File: config.mk
export PLATFORM = sky130hd
export DESIGN_NAME = input_buffer_vc
export DESIGN_NICKNAME = d
export VERILOG_FILES = /design/src/rtl/input_buffer_vc.sv
export SDC_FILE = /design/constraint.sdc
export NUM_CORES = 1
export LEC_CHECK = 0
export ABC_AREA = 1
export CORE_MARGIN = 5
export CORE_UTILIZATION = 30
export CTS_BUF_LIST = sky130_fd_sc_hd__clkbuf_2 sky130_fd_sc_hd__clkbuf_4 sky130_fd_sc_hd__clkbuf_8
export CTS_CLUSTER_SIZE = 30
export DETAILED_ROUTE_END_ITERATION = 10
export PLACE_DENSITY_LB_ADDON = 0.05
export SLEW_MARGIN = 10
export SYNTH_ARGS = -nofsm -noshare
export SYNTH_HDL_FRONTEND = slang
export SYNTH_SLANG_ARGS = --single-unit
File: constraint.sdc
create_clock -name clk -period 6.7 [get_ports clk]
set_input_delay 1.34 -clock clk [delete_from_list [all_inputs] [get_ports clk]]
set_output_delay 1.34 -clock clk [all_outputs]
set_load 0.01 [all_outputs]
File: src/rtl/input_buffer_vc.sv
// -----------------------------------------------------------------------------
// input_buffer_vc
//
// Multi-virtual-channel input buffer for one router input port. NUM_VC
// independent circular FIFOs of DEPTH flits share a single storage array.
// VC v, slot s lives at index v*DEPTH+s. The read path is registered and
// qualified by a valid strobe. Refused requests raise one-cycle error pulses.
//
// Ports
//   clk              sole clock, rising edge
//   reset            synchronous, active-high, clears all control state
//   buf_write_i      write request for VC buf_wvc_i, flit on buf_data_i
//   buf_read_i       read request for VC buf_rvc_i
//   buf_data_o       registered read flit (holds when no read is accepted)
//   buf_valid_o      one-cycle strobe: buf_data_o holds a newly popped flit
//   buf_empty_o      per-VC empty flag, bit v = VC v
//   buf_full_o       per-VC full flag
//   buf_count_o      per-VC occupancy, VC v at [v*CNT_WIDTH +: CNT_WIDTH]
//   buf_overflow_o   one-cycle pulse: previous cycle's write was dropped
//   buf_underflow_o  one-cycle pulse: previous cycle's read was refused
// -----------------------------------------------------------------------------
module input_buffer_vc #(
  parameter int DATA_WIDTH = 16,
  parameter int DEPTH      = 5,
  parameter int NUM_VC     = 2,
  parameter int VC_BITS    = (NUM_VC > 1) ? $clog2(NUM_VC) : 1,
  parameter int ADDR_WIDTH = $clog2(DEPTH),
  parameter int CNT_WIDTH  = $clog2(DEPTH + 1)
) (
  input  logic                        clk,
  input  logic                        reset,
  input  logic                        buf_write_i,
  input  logic [VC_BITS-1:0]          buf_wvc_i,
  input  logic [DATA_WIDTH-1:0]       buf_data_i,
  input  logic                        buf_read_i,
  input  logic [VC_BITS-1:0]          buf_rvc_i,
  output logic [DATA_WIDTH-1:0]       buf_data_o,
  output logic                        buf_valid_o,
  output logic [NUM_VC-1:0]           buf_empty_o,
  output logic [NUM_VC-1:0]           buf_full_o,
  output logic [NUM_VC*CNT_WIDTH-1:0] buf_count_o,
  output logic                        buf_overflow_o,
  output logic                        buf_underflow_o
);

  localparam int ENTRIES = NUM_VC * DEPTH;
  localparam int MEM_AW  = (ENTRIES > 1) ? $clog2(ENTRIES) : 1;

  typedef logic [ADDR_WIDTH-1:0] ptr_t;
  typedef logic [CNT_WIDTH-1:0]  cnt_t;
  typedef logic [MEM_AW-1:0]     maddr_t;
  // One bit wider than the VC select so the range check is never a
  // constant comparison when NUM_VC is a power of two.
  typedef logic [VC_BITS:0]      vcx_t;

  // Storage and per-VC control state
  logic [DATA_WIDTH-1:0] mem_q [ENTRIES];
  ptr_t                  rd_ptr_q [NUM_VC];
  ptr_t                  rd_ptr_d [NUM_VC];
  ptr_t                  wr_ptr_q [NUM_VC];
  ptr_t                  wr_ptr_d [NUM_VC];
  cnt_t                  count_q  [NUM_VC];
  cnt_t                  count_d  [NUM_VC];

  // Registered read path and error pulses
  logic [DATA_WIDTH-1:0] data_q, data_d;
  logic                  valid_q, valid_d;
  logic                  ovf_q, ovf_d;
  logic                  unf_q, unf_d;

  // Request qualification
  logic   wvc_ok, rvc_ok;
  logic   rd_acc, wr_acc;
  logic   wr_vc_full;
  maddr_t waddr, raddr;

  function automatic ptr_t ptr_inc(input ptr_t p);
    return (p == ptr_t'(DEPTH - 1)) ? '0 : p + ptr_t'(1);
  endfunction

  assign wvc_ok = vcx_t'(buf_wvc_i) < vcx_t'(NUM_VC);
  assign rvc_ok = vcx_t'(buf_rvc_i) < vcx_t'(NUM_VC);

  // Read decision uses pre-edge occupancy only, so a same-cycle write
  // can never make an empty VC readable.
  assign rd_acc = buf_read_i && rvc_ok && (count_q[buf_rvc_i] != '0);

  assign wr_vc_full = (count_q[buf_wvc_i] == cnt_t'(DEPTH));

  // A full VC still accepts a write when the same VC is popped this cycle:
  // the write lands in the slot the read is vacating.
  assign wr_acc = buf_write_i && wvc_ok &&
                  (!wr_vc_full || (rd_acc && (buf_rvc_i == buf_wvc_i)));

  assign waddr = maddr_t'(int'(buf_wvc_i) * DEPTH + int'(wr_ptr_q[buf_wvc_i]));
  assign raddr = maddr_t'(int'(buf_rvc_i) * DEPTH + int'(rd_ptr_q[buf_rvc_i]));

  // NOTE: storage carries no reset; flits are invalidated by clearing the
  // pointers and counts, so the array maps onto plain RAM.
  always_ff @(posedge clk) begin
    if (wr_acc) begin
      mem_q[waddr] <= buf_data_i;
    end
  end

  // Next-state logic for pointers, counts and the output registers.
  always_comb begin
    // NOTE: every signal gets a default before any conditional update so
    // no path leaves it unassigned and no latch is inferred.
    rd_ptr_d = rd_ptr_q;
    wr_ptr_d = wr_ptr_q;
    count_d  = count_q;
    data_d   = data_q;
    valid_d  = rd_acc;
    ovf_d    = buf_write_i && !wr_acc;
    unf_d    = buf_read_i && !rd_acc;

    if (rd_acc) begin
      data_d = mem_q[raddr];
    end

    for (int v = 0; v < NUM_VC; v++) begin
      logic inc, dec;
      inc = wr_acc && (buf_wvc_i == VC_BITS'(v));
      dec = rd_acc && (buf_rvc_i == VC_BITS'(v));
      if (inc) wr_ptr_d[v] = ptr_inc(wr_ptr_q[v]);
      if (dec) rd_ptr_d[v] = ptr_inc(rd_ptr_q[v]);
      unique case ({inc, dec})
        2'b10:   count_d[v] = count_q[v] + cnt_t'(1);
        2'b01:   count_d[v] = count_q[v] - cnt_t'(1);
        default: count_d[v] = count_q[v];
      endcase
    end
  end

  // NOTE: sequential state uses non-blocking assignments so every register
  // samples pre-edge values regardless of statement order.
  always_ff @(posedge clk) begin
    if (reset) begin
      for (int v = 0; v < NUM_VC; v++) begin
        rd_ptr_q[v] <= '0;
        wr_ptr_q[v] <= '0;
        count_q[v]  <= '0;
      end
      data_q  <= '0;
      valid_q <= 1'b0;
      ovf_q   <= 1'b0;
      unf_q   <= 1'b0;
    end else begin
      rd_ptr_q <= rd_ptr_d;
      wr_ptr_q <= wr_ptr_d;
      count_q  <= count_d;
      data_q   <= data_d;
      valid_q  <= valid_d;
      ovf_q    <= ovf_d;
      unf_q    <= unf_d;
    end
  end

  // Status is decoded from the count registers only: no path from requests.
  always_comb begin
    buf_empty_o = '0;
    buf_full_o  = '0;
    buf_count_o = '0;
    for (int v = 0; v < NUM_VC; v++) begin
      buf_empty_o[v]                         = (count_q[v] == '0);
      buf_full_o[v]                          = (count_q[v] == cnt_t'(DEPTH));
      buf_count_o[v*CNT_WIDTH +: CNT_WIDTH]  = count_q[v];
    end
  end

  assign buf_data_o      = data_q;
  assign buf_valid_o     = valid_q;
  assign buf_overflow_o  = ovf_q;
  assign buf_underflow_o = unf_q;

endmodule

### Word level (Yosys, flattened, before mapping)

Memories as Yosys holds them, arrays and structs flattened. A register that Yosys moved wholly into a read port is not among the register bits.
Index checks and enable logic that the tools add are counted.

* add/sub/neg operators: 10
* multipliers: 2
* order comparisons: 2
* equality and inequality tests: 12
* multiplexer cells: 20
* bitwise operators: 4
* reduce and logical (&&, ||, !) cells: 18

Operator list (number)
* $mux W3: 16
* $eq A3 B3 Y1 const B: 7
* $add A3 B1 Y3 const B: 6
* $pmux W3 S2: 2
* $logic_and A1 B1 Y1: 9
* $add A4 B3 Y4: 2
* $mul A1 B3 Y4 const B: 2
* $logic_not A3 Y1: 2
* $sub A3 B1 Y3 const B: 2
* $eq A2 B1 Y1 const B: 2
* $eq A2 B2 Y1 const B: 2
* $ge A2 B2 Y1 const B: 2
* $not A1 Y2: 2
* $reduce_bool A2 Y1: 2
* $logic_not A1 Y1: 3
* $reduce_bool A3 Y1: 1
* $mux W1: 2
* $not A1 Y1: 2
* $eq A1 B1 Y1: 1
* $logic_or A1 B1 Y1: 1

* bits in registers: 21
* bits in writable memories: 160
* input port bits: 22
* output and inout port bits: 29
* logic and storage cells: 78
* memories kept: 1

Memory list
* mem_q: depth 10, bits a word 16, read ports 1, clocked after memory_dff 1, write ports 1, line 57 `logic [DATA_WIDTH-1:0] mem_q [ENTRIES];`

### Depth between registers and ports, before layout

* word-level depth: 12
* mapped depth: 14
* gate-level depth less buffers: 14

### Least setup slack after synthesis

Ideal clock, no wire load.

* kind: input-to-reg
* start point: input buf_wvc_i
* end point: memory mem_q[6][0], enable pin
* library setup time: 0.409 ns
* arrival time: 3.575 ns
* data required time: 6.291 ns
* slack: 2.715 ns
* stages on the path: 7
* buffers on the path: 1
* cell sequence: buf_2 nand2_1 o21ai_0 ha_1 xnor2_1 or2_2 nor3_1

* word-level cells in the longest chain between the ends: 10
* elaborated cells on any way between the ends: 17
* those cells by class: add/sub: 1; mul: 1; eq/ne: 2; mux: 8; bitwise: 1; reduce/logical: 4

Ends and longest elaborated chain
* from (decl): line 33 `input logic [VC_BITS-1:0] buf_wvc_i,`
* parallel branches: the longest is 10 deep, another holds $mul A1 B3 Y4
* to (decl): line 57

Several ways; the timed one is not identified. The select of a mux whose other input is x is not followed.

### Worst setup path in the final report

* start point: input buf_rvc_i
* end point: register data_q[0] (netlist: buf_data_o[0]), read port of mem_q

* word-level cells in the longest chain between the ends: 6
* elaborated cells on any way between the ends: 11
* those cells by class: add/sub: 1; mul: 1; mux: 6; bitwise: 1; reduce/logical: 2

Ends and longest elaborated chain
* from (decl): line 36 `input logic [VC_BITS-1:0] buf_rvc_i,`
* parallel branches: the longest is 6 deep, another holds $mul A1 B3 Y4
* to (decl): line 66 `logic [DATA_WIDTH-1:0] data_q, data_d;`

Several ways; the timed one is not identified. The select of a mux whose other input is x is not followed.
A chain may end at the register's enable or synchronous reset.

==> run summary <==
Hold violation count in the final report = 0
Congestion Overflow GR = 0
Hpwl dp = 13900 µm
Die Ht = 179 µm
M2 GR Usage = 25.1%
CP Launch Type = input pin
Clock Tree Buf Depth = 2
Mean area per synthesized cell = 10.8 µm²
Fin Setup TNS = 0 ps
WP data arrival = 4200 ps
Yosys warns = 0
Vias per inst = 4.64
# port buffers = 50
Antenna-violating nets left = 0
CTS root buf = clkbuf_8
CP Max Fanout = 33
Crit Path Category = input pin to register
Relative slew slack = 33.0%
# diodes = 0
WP data required = 7090 ps
Fin nets = 885
Static Leak = 3.74 nW
Clock Skews = 20.5 ps
Clk sinks = 197
Mapped cell area = 8610 µm²
Die footprint = 32200 µm²
H-tree depth = 4
Final setup violation count = 0
Area delta synth->final = 15.3%
Multi-input gate area = 2490 µm²
R2r endpoint = buf_count_o[2]$_SDFFE_PP0P_
Most Crowded Layer GR = met2
RSZ-0062 raised after global routing = false
CTS tree = yes
Worst-path clk slew = 110 ps
GRT Overall Usage = 14.6%
PostCTS Resize Cnt = 0
Iteration-0 DRC Markers = 269
Register area share after synthesis = 64.4%
Total power divided by cell area = 251 nW/µm²
Yosys reg bits = 197
Crit path capture = buf_data_o[0]$_SDFFE_PP0N_
Fin crit share = 56.8%
Worst-Skew Late Latency = 460 ps
Reg2reg path depth = 14
Critical Path Start = buf_rvc_i
Worst R2R Setup Slack = 4120 ps
Gate Count Post-Synth = 800
Fin crit period = 3800 ps
Share of cells above drive strength 1 = 9.06%
Met3 Use GR = 3.01%
Num CTS Buffers = 17
Met1 usage = 18.6%
# IOs = 51
Reg-to-reg startpoint = buf_count_o[4]$_SDFFE_PP0P_
Hold Path Class = register to register
Placer Congestion = 0.734
Die W = 179 µm
Count of cell types in the netlist = 29
Wire per inst = 18.8 µm
Yosys top cell area share = 55.8%
Row count = 62
Initial DRT Pass Iterations = 5
Syn nets = 837
Residual DRC = 0
Setup bufs post-CTS = 0
Vias in the first global route = 6036
Synth area leader = edfxtp_1
Dominant cells by area after synthesis = edfxtp_1 56%, dfxtp_1 8.6%, nand2_1 7.1%, nand3_1 4.4%, inv_1 4.3%
Hold Buf Count CTS = 0
Combined flip-flop and latch cell area = 5550 µm²
Initial antenna violation count = 1
Worst slew pin tran = 1000 ps
Setup slack at placement = 2330 ps
First-pass GRT wire length = 36200 µm
Max Fclk = 263 MHz
Worst setup EP type = register
Core ar. = 28500 µm²
VDD IR max = 0.129 mV
Fillcell total = 2935
Status = finished, final reports clean
Max-Cap Viols = 0
Initial Util = 30.2%
Largest net degree at the start of global routing = 55
Vias = 5777
Final Max Slew Viols = 0
Drt total wl = 23400 µm
Final worst setup slack = 2900 ps
==> power by group <==
| group | leakage, nW | total, mW | switching, mW | internal, mW |
|---|---|---|---|---|
| Sequential | 1.75 | 1.39 | 0.0215 | 1.37 |
| Combinational | 1.79 | 0.340 | 0.221 | 0.119 |
| Clock | 0.202 | 0.768 | 0.481 | 0.286 |
| Total | 3.74 | 2.50 | 0.724 | 1.77 |
==> through the flow <==
stage          hold slack (ps)  power [mW]  area (µm²)  utilization, %  instances
6_report                   505        2.50        9930            34.8       1245
5_1_grt                    507        2.63        9930            34.8       1245
3_3_place_gp               471        1.76        9530            33.4       1213
2_1_floorplan              454        1.62        8610               -        800
4_1_cts                    496        2.54        9930            34.8       1245
3_5_place_dp               478        1.77        9530            33.4       1213
==> worst max-delay path, stage by stage <==
cell and delay (ps):
clkdlybuf4s50_1 750, inv_2 80, nand2_2 80, buf_4 400, nand2_4 310, buf_4 340
o21ai_0 400, nand2_1 120, nand3_2 90, nand3_1 80, a21oi_1 170
==> state kept, by name (all words and copies together) (netlist names) <==
signal	cells
buf_count_o	6
buf_data_o	16
buf_overflow_o	1
buf_underflow_o	1
buf_valid_o	1
mem_q	160
rd_ptr_q	6
wr_ptr_q	6
==> metal layers <==
metal	up-vias	share of wire, %	wire length, µm
met4	2	2.2	518
met2	109	49	11500
met1	2824	45	10500
met3	23	3.4	794
met5	-	0.056	13
li1	2819	-	-
==> final cells by class <==
type	instances	area share (%)
repair buffers	67	6.32
flip-flops and latches	197	55.8
inverters	102	3.86
clock inverters	14	1.64
well taps	384	4.84
multi-input cells	463	25.1
clock buffers	18	2.43
==> worst min-delay path by stage <==
stage                               end                      from  depth (start not counted)
2_1_floorplan  wr_ptr_q[5]$_SDFFE_PP0P_  wr_ptr_q[5]$_SDFFE_PP0P_                          2
3_3_place_gp   wr_ptr_q[5]$_SDFFE_PP0P_  wr_ptr_q[5]$_SDFFE_PP0P_                          2
3_5_place_dp   wr_ptr_q[5]$_SDFFE_PP0P_  wr_ptr_q[5]$_SDFFE_PP0P_                          2
4_1_cts        wr_ptr_q[5]$_SDFFE_PP0P_  wr_ptr_q[5]$_SDFFE_PP0P_                          2
5_1_grt        wr_ptr_q[5]$_SDFFE_PP0P_  wr_ptr_q[5]$_SDFFE_PP0P_                          2
6_report       wr_ptr_q[5]$_SDFFE_PP0P_  wr_ptr_q[5]$_SDFFE_PP0P_                          2
==> cells in the final DEF (no fill, tap or decap), types with 2 or more instances in the layout <==
cell / count
inv_2: 3
inv_1: 99
inv_6: 4
ha_1: 13
xnor2_1: 2
nand3b_1: 34
clkinv_4: 4
or2_2: 3
o211ai_1: 16
dfxtp_1: 37
nor2_1: 25
clkbuf_8: 17
nor3_1: 2
a21boi_0: 2
nand2_4: 2
nor3_2: 4
nand3_2: 10
nand2_2: 3
buf_4: 17
a21oi_1: 49
a211oi_1: 3
clkinv_8: 5
clkdlybuf4s50_1: 50
edfxtp_1: 160
o21ai_0: 45
fa_1: 2
nand4_1: 5
nand2_1: 163
nand3_1: 76
==> synth_stat cells (all sizes together) <==
cell type / instances
o211ai: 16
nand2: 168
nor3: 6
edfxtp: 160
a211oi: 3
nand3: 86
fa: 2
xnor2: 2
inv: 102
a21oi: 49
a21boi: 2
nand4: 5
nor2: 26
nand3b: 34
ha: 13
xor2: 1
clkbuf: 19
dfxtp: 37
o21ai: 47
or2: 3
buf: 19
==> kinds of logic after synthesis <==
| family | after synthesis | share of synthesized area [%] |
|---|---|---|
| buffers and inverters | 140 | 7.02 |
| AND/OR/NAND/NOR | 328 | 18.1 |
| XOR/XNOR | 3 | 0.523 |
| flip-flops | 197 | 64.4 |
| AO/OA/AOI/OAI | 117 | 7.58 |
| adder cells (fa/ha/maj) | 15 | 2.35 |
No activity file was read; power rests on OpenSTA's default activity.
